--- src/rtl/a2bus_pkg.sv ---
// a2bus_pkg: shared types and constants for the Apple II slot bus front-end
package a2bus_pkg;

    // Bus-cycle FSM states
    typedef enum logic [2:0] {
        IDLE,
        RD_REQ,
        RD_DRIVE,
        WR_TRACK,
        IGNORE
    } state_t;

    // Which slot select started the current access
    typedef enum logic [1:0] {
        DEV,
        IO,
        STROBE
    } kind_t;

    // A10..A0 of $CFFF: an iostrobe access here releases the expansion ROM space
    localparam logic [10:0] CFFF_ADDR = 11'h7FF;

    // Device register index width (A3..A0)
    localparam int REG_AW = 4;

endpackage

--- src/rtl/a2_sync.sv ---
// a2_sync: multi-stage synchronizer for a bundle of asynchronous bus signals
//
// Ports:
//   clk    in  1        sampling clock
//   rst_n  in  1        asynchronous active-low reset, loads RST_VAL into every stage
//   d      in  W        asynchronous inputs
//   q      out W        synchronized outputs, delayed by STAGES clocks
//
// Every bit shares one pipeline so a bundle (strobes, rw, address, data)
// stays cycle-aligned at the output.
module a2_sync #(
    parameter int           W       = 1,
    parameter int           STAGES  = 2,
    parameter logic [W-1:0] RST_VAL = '1
) (
    input  logic         clk,
    input  logic         rst_n,
    input  logic [W-1:0] d,
    output logic [W-1:0] q
);

    logic [W-1:0] stage_q [STAGES];

    always_ff @(posedge clk or negedge rst_n) begin
        if (!rst_n) begin
            for (int i = 0; i < STAGES; i++) stage_q[i] <= RST_VAL;
        end else begin
            stage_q[0] <= d;
            for (int i = 1; i < STAGES; i++) stage_q[i] <= stage_q[i-1];
        end
    end

    assign q = stage_q[STAGES-1];

endmodule

--- src/rtl/a2bus_slave.sv ---
// a2bus_slave: Apple II slot bus front-end turning bus cycles into register/ROM transactions
//
// Ports:
//   clk_16m     in  1   16 MHz system clock
//   _reset      in  1   Apple II reset, asynchronous active-low
//   addr_in     in  12  slot address A11..A0
//   data_in     in  8   bus data from the pads
//   rw          in  1   1 = read, 0 = write
//   _devsel     in  1   device select, active-low, asynchronous
//   _iosel      in  1   slot ROM select ($Cnxx), active-low, asynchronous
//   _iostrobe   in  1   expansion ROM select ($C800-$CFFF), active-low, asynchronous
//   data_out    out 8   read data to the pads
//   data_oe     out 1   pad output enable
//   reg_addr    out 4   device register index (A3..A0)
//   reg_wdata   out 8   register write data
//   reg_wr      out 1   single-cycle register write strobe
//   reg_rd      out 1   single-cycle register read strobe
//   reg_rdata   in  8   register read data, valid 1 clock after reg_rd
//   rom_addr    out 11  ROM address
//   rom_rd      out 1   single-cycle ROM read strobe
//   rom_rdata   in  8   ROM data, valid 1 clock after rom_rd
//   exp_en      out 1   card owns the $C800-$CFFF space
module a2bus_slave
    import a2bus_pkg::*;
#(
    parameter int SYNC_STAGES = 2
) (
    input  logic        clk_16m,
    input  logic        _reset,
    input  logic [11:0] addr_in,
    input  logic [7:0]  data_in,
    input  logic        rw,
    input  logic        _devsel,
    input  logic        _iosel,
    input  logic        _iostrobe,
    output logic [7:0]  data_out,
    output logic        data_oe,
    output logic [3:0]  reg_addr,
    output logic [7:0]  reg_wdata,
    output logic        reg_wr,
    output logic        reg_rd,
    input  logic [7:0]  reg_rdata,
    output logic [10:0] rom_addr,
    output logic        rom_rd,
    input  logic [7:0]  rom_rdata,
    output logic        exp_en
);

    // Selects are packed {devsel, iosel, iostrobe}, all active-low
    logic [23:0] synced;
    logic [2:0]  sel_s;
    logic        rw_s;
    logic [11:0] addr_s;
    logic [7:0]  data_s;

    a2_sync #(
        .W       (24),
        .STAGES  (SYNC_STAGES),
        .RST_VAL ('1)
    ) u_sync (
        .clk   (clk_16m),
        .rst_n (_reset),
        .d     ({_devsel, _iosel, _iostrobe, rw, addr_in, data_in}),
        .q     (synced)
    );

    assign {sel_s, rw_s, addr_s, data_s} = synced;

    // A11 is not needed: register, slot ROM and expansion ROM decoding use A10..A0
    logic unused_a11;
    assign unused_a11 = addr_s[11];

    state_t           state_q, state_d;
    kind_t            kind_q, kind_d;
    logic [2:0]       sel_prev_q;
    logic [7:0]       data_out_q, data_out_d;
    logic             data_oe_q, data_oe_d;
    logic [REG_AW-1:0] reg_addr_q, reg_addr_d;
    logic [7:0]       reg_wdata_q, reg_wdata_d;
    logic             reg_wr_q, reg_wr_d;
    logic             reg_rd_q, reg_rd_d;
    logic [10:0]      rom_addr_q, rom_addr_d;
    logic             rom_rd_q, rom_rd_d;
    logic             exp_en_q, exp_en_d;

    logic [2:0] fall;
    logic       start;
    kind_t      start_kind;
    logic       cfff;
    logic       ignore_start;
    logic       sel_released;

    assign fall         = sel_prev_q & ~sel_s;
    assign start        = |fall;
    assign start_kind   = fall[2] ? DEV : fall[1] ? IO : STROBE;
    assign cfff         = addr_s[10:0] == CFFF_ADDR;
    // Expansion ROM accesses are only served while owned; $CFFF gives ownership up
    assign ignore_start = start_kind == STROBE && (!exp_en_q || cfff);
    // End of access: the select that started it has returned high
    assign sel_released = kind_q == DEV ? sel_s[2] : kind_q == IO ? sel_s[1] : sel_s[0];

    always_comb begin
        state_d     = state_q;
        kind_d      = kind_q;
        data_out_d  = data_out_q;
        data_oe_d   = 1'b0;
        reg_addr_d  = reg_addr_q;
        reg_wdata_d = reg_wdata_q;
        reg_wr_d    = 1'b0;
        reg_rd_d    = 1'b0;
        rom_addr_d  = rom_addr_q;
        rom_rd_d    = 1'b0;
        exp_en_d    = exp_en_q;
        unique case (state_q)
            IDLE: begin
                if (start) begin
                    kind_d  = start_kind;
                    state_d = ignore_start ? IGNORE : rw_s ? RD_REQ : WR_TRACK;
                    if (start_kind == DEV) reg_addr_d = addr_s[REG_AW-1:0];
                    else if (!ignore_start) rom_addr_d = start_kind == IO ? {3'b111, addr_s[7:0]} : addr_s[10:0];
                    if (start_kind == IO) exp_en_d = 1'b1;
                    if (start_kind == STROBE && cfff) exp_en_d = 1'b0;
                    reg_rd_d = !ignore_start && rw_s && start_kind == DEV;
                    rom_rd_d = !ignore_start && rw_s && start_kind != DEV;
                    if (!ignore_start && !rw_s) reg_wdata_d = data_s;
                end
            end
            RD_REQ: state_d = RD_DRIVE;
            RD_DRIVE: begin
                // Read data is captured on the first RD_DRIVE clock, one full clock
                // after the strobe, and then held for the rest of the access
                if (sel_released) begin
                    state_d = IDLE;
                end else begin
                    data_oe_d = 1'b1;
                    if (!data_oe_q) data_out_d = kind_q == DEV ? reg_rdata : rom_rdata;
                end
            end
            WR_TRACK: begin
                // Data follows the bus until the select rises, so the last low sample wins
                if (sel_released) begin
                    state_d  = IDLE;
                    reg_wr_d = kind_q == DEV;
                end else begin
                    reg_wdata_d = data_s;
                end
            end
            IGNORE: if (sel_released) state_d = IDLE;
            default: state_d = IDLE;
        endcase
    end

    always_ff @(posedge clk_16m or negedge _reset) begin
        if (!_reset) begin
            state_q     <= IDLE;
            kind_q      <= DEV;
            sel_prev_q  <= 3'b111;
            data_out_q  <= '0;
            data_oe_q   <= 1'b0;
            reg_addr_q  <= '0;
            reg_wdata_q <= '0;
            reg_wr_q    <= 1'b0;
            reg_rd_q    <= 1'b0;
            rom_addr_q  <= '0;
            rom_rd_q    <= 1'b0;
            exp_en_q    <= 1'b0;
        end else begin
            state_q     <= state_d;
            kind_q      <= kind_d;
            sel_prev_q  <= sel_s;
            data_out_q  <= data_out_d;
            data_oe_q   <= data_oe_d;
            reg_addr_q  <= reg_addr_d;
            reg_wdata_q <= reg_wdata_d;
            reg_wr_q    <= reg_wr_d;
            reg_rd_q    <= reg_rd_d;
            rom_addr_q  <= rom_addr_d;
            rom_rd_q    <= rom_rd_d;
            exp_en_q    <= exp_en_d;
        end
    end

    assign data_out  = data_out_q;
    assign data_oe   = data_oe_q;
    assign reg_addr  = reg_addr_q;
    assign reg_wdata = reg_wdata_q;
    assign reg_wr    = reg_wr_q;
    assign reg_rd    = reg_rd_q;
    assign rom_addr  = rom_addr_q;
    assign rom_rd    = rom_rd_q;
    assign exp_en    = exp_en_q;

endmodule

--- config.mk ---
export PLATFORM = sky130hd
export DESIGN_NAME = a2bus_slave
export DESIGN_NICKNAME = d
export VERILOG_FILES = /design/src/rtl/a2bus_pkg.sv /design/src/rtl/a2_sync.sv /design/src/rtl/a2bus_slave.sv
export SDC_FILE = /design/constraint.sdc
export NUM_CORES = 1
export LEC_CHECK = 0
export ABC_AREA = 0
export CAP_MARGIN = 15
export CORE_MARGIN = 10
export CORE_UTILIZATION = 43
export CTS_CLUSTER_SIZE = 40
export DETAILED_ROUTE_END_ITERATION = 16
export GPL_TIMING_DRIVEN = 0
export PLACE_DENSITY = 0.74
export SLEW_MARGIN = 20
export SYNTH_ARGS = -nofsm -noshare
export SYNTH_HDL_FRONTEND = slang
export SYNTH_SLANG_ARGS = --single-unit
--- constraint.sdc ---
create_clock -name clk_16m -period 1.9 [get_ports clk_16m]
set_clock_uncertainty 0.05 [all_clocks]
set_input_delay 0.285 -clock clk_16m [delete_from_list [all_inputs] [get_ports clk_16m]]
set_output_delay 0.285 -clock clk_16m [all_outputs]
set_load 0.05 [all_outputs]
==> flow_summary.ini <==
[status]
status = finished, violations left
violations = negative setup slack

[placed_design]
hpwl_um = 4380
io_buffers = 76
gp_congestion = 0.742

[final_layout]
nNetsFinal = 335
antenna_cells = 0
layout_common_cells = clkdlybuf4s50_1, dfstp_2, dfrtp_1
drive_gt1_frac = 0.403
final_common_cell = clkdlybuf4s50_1
syn_to_final_growth_pct = 42.8

[sta]
fin_crit_ns = 1.99
fmax_mhz = 502
rsz0062_at_grt = true
drv_slew = 0
setup_viol_count_final = 16
setup_ws_ns = -0.0937
slew_headroom = 0.374
finalSetupTns_ns = -0.754
min_period_over_period = 1.05
hold_violations = 0
tightest_slew_ns = 0.936

[power]
ir_worst_vdd_mv = 0.868
p_leak_nw = 1.98
p_per_area_nw_per_um2 = 1630
power_w = 0.00718

[synthesis]
synth_compound_area_frac = 0.0604
synth.distinct_cells = 35
ys_seq_area_frac = 0.749
synthSimpleGateAreaFrac = 0.0790
avgSynthCellArea_um2 = 15.9
synthXorXnorAreaFrac = 0
syn_nets = 236
synth_cells = 194
synth_mux_area_frac = 0.102
syn_area_um2 = 3090
synthAdderAreaFrac = 0
synth_warnings = 0
synth_seq_cells = 90
synth_top_family_by_area = multiplexers

[detailed_routing]
post-route-drc-count = 0
drtIter0Drc = 30
via_count = 1816
post_drt_wl_per_cell_um = 15.4
antenna_left = 0
vias_per_cell = 4.61
drtPass1Iterations = 4
drt_wl_total_um = 6080

[die]
die_x_um = 105
core_um2 = 6870
start_util = 0.449
fp.dieH_um = 105
ios = 78
dieArea_um2 = 11000
rows = 30

[cts]
cts_max_path_buffers = 2
cts-root-buf = clkbuf_8
clock-sinks = 90
worstSkewPairLatency_ns = 0.35
cts_buffers = 9
cts_tree = built
clk_pin_slew_ns = 0.09
htree_levels = 3

[setup_path]
cp-end-kind = flip-flop
path_class = reg -> reg
worstSetupStartpointType = flip-flop
worstPathArrival_ns = 2.18
critPathRequiredTime_ns = 2.09
critPathMaxFanout = 8

[job]
maxCapViolCount = 0

[global_route]
antenna_found_initial = 0
track_usage = 0.113
grt_pass1_wl_um = 10100
grt_max_degree = 54
grt_pass1_vias = 2024
overflow = 0

[worst_hold_path]
hp-class = in -> reg
cell families (layout without fill, tap and decap cells):
family / Yosys count / in the layout
DFF: 90 / 90
AOI/OAI and AO/OA: 23 / 23
and+or+nand+nor: 47 / 47
buffers and inverters: 5 / 109
muxes: 29 / 29
final cells by class:
cell class,count,area (um^2)
sequential,90,2310
clock inverter,7,52.6
tap,96,120
multi-input combinational,99,831
inverter,2,7.51
timing repair buffer,89,941
clock buffer,9,124
buffer,2,16.3
fill,523,2460
per-layer routing:
metal | GRT usage | share of wire | wire length (um) | vias to the layer above
met1 | 0.133 | 0.41 | 2520 | 905
met4 | 0.0569 | 0.013 | 76 | 0
met2 | 0.181 | 0.52 | 3160 | 44
met5 | 0 | 0 | 0 | -
met3 | 0.0375 | 0.053 | 319 | 5
li1 | - | - | - | 862
sequential cells by signal, indices dropped and copies added, names as in the netlist:
signal and count:
sel_prev_q 3, reg_wr 1, kind_q 2, reg_wdata 8, reg_addr 4, reg_rd 1
u_sync.stage_q 23, rom_rd 1, rom_addr 11, state_q 3, u_sync.q 23, data_oe 1
data_out 8, exp_en 1
stage by stage:
stage	worst slack (ns)	instance area [um^2]	hold slack, ns	instances	utilization
finish	-0.0937	4410	0.277	394	0.642
global route	-0.163	4410	0.260	394	0.642
CTS	-0.0959	4310	0.262	392	0.627
detailed placement	-0.320	3990	0.231	367	0.581
global placement	-2.82	3970	0.295	366	0.578
floorplan	-0.0438	3090	-0.0606	194	-
repair_timing:
item	4_1_cts	5_1_grt
setup buffers	8	3
resized for setup	18	29
hold endpoints to repair	21	0
hold buffers	1	0
endpoints found under the setup margin	22	44
pin swaps	6	8
critical path, cell delays in order, from the launching register on:
cell     delay (ns)
dfstp_2        0.54
and2b_2        0.26
nor3_4         0.30
nor2_4         0.09
o22ai_4        0.17
buf_12         0.16
mux2_4         0.31
cells in the mapped netlist:
master / number / area (um^2)
nor2_1: 12 / 45.0
nor2b_1: 2 / 12.5
nor2b_4: 1 / 13.8
dfstp_2: 49 / 1290
dfrtp_1: 41 / 1030
a21o_1: 1 / 7.51
clkbuf_1: 1 / 3.75
o22ai_4: 1 / 20.0
or4_1: 1 / 7.51
inv_1: 2 / 7.51
and3_1: 1 / 6.26
mux2i_1: 9 / 90.1
buf_6: 1 / 11.3
a21oi_2: 1 / 8.76
a2111oi_4: 1 / 27.5
a21oi_1: 5 / 25.0
nor3_2: 1 / 10.0
mux2_2: 17 / 191
o21ai_1: 3 / 15.0
and2_1: 1 / 6.26
nor2_2: 2 / 12.5
nand2_1: 14 / 52.6
o22a_1: 1 / 8.76
and2b_1: 1 / 7.51
nand2_4: 1 / 11.3
nor3_1: 4 / 20.0
a22o_1: 1 / 8.76
nand3_1: 3 / 15.0
a41oi_1: 1 / 8.76
nor2_4: 1 / 11.3
nand4_1: 2 / 12.5
o31ai_4: 1 / 21.3
o21ai_0: 7 / 35.0
buf_2: 1 / 5.00
mux2_1: 3 / 33.8
power by group:
group	internal (W)	switching (W)	leakage, nW
registers	0.00241	0.000270	1.01
logic	0.00133	0.00201	0.886
clock network	0.000484	0.000679	0.0900
path summary, 6_finish.rpt:
kind                                           end               start  slack (ns)  cells past startpoint
worst max register to register        reg_wdata[4]        u_sync.q[22]       -0.09                      6
worst max-delay path                  reg_wdata[4]        u_sync.q[22]       -0.09                      6
worst min register to register        u_sync.q[18]  u_sync.stage_q[42]        0.31                      0
min in group asynchronous              rom_addr[1]              _reset        0.38                      2
max in group asynchronous             u_sync.q[23]              _reset        0.76                      3
worst min-delay path            u_sync.stage_q[33]          addr_in[1]        0.28                      1
Power figures use the tool's default switching activity.
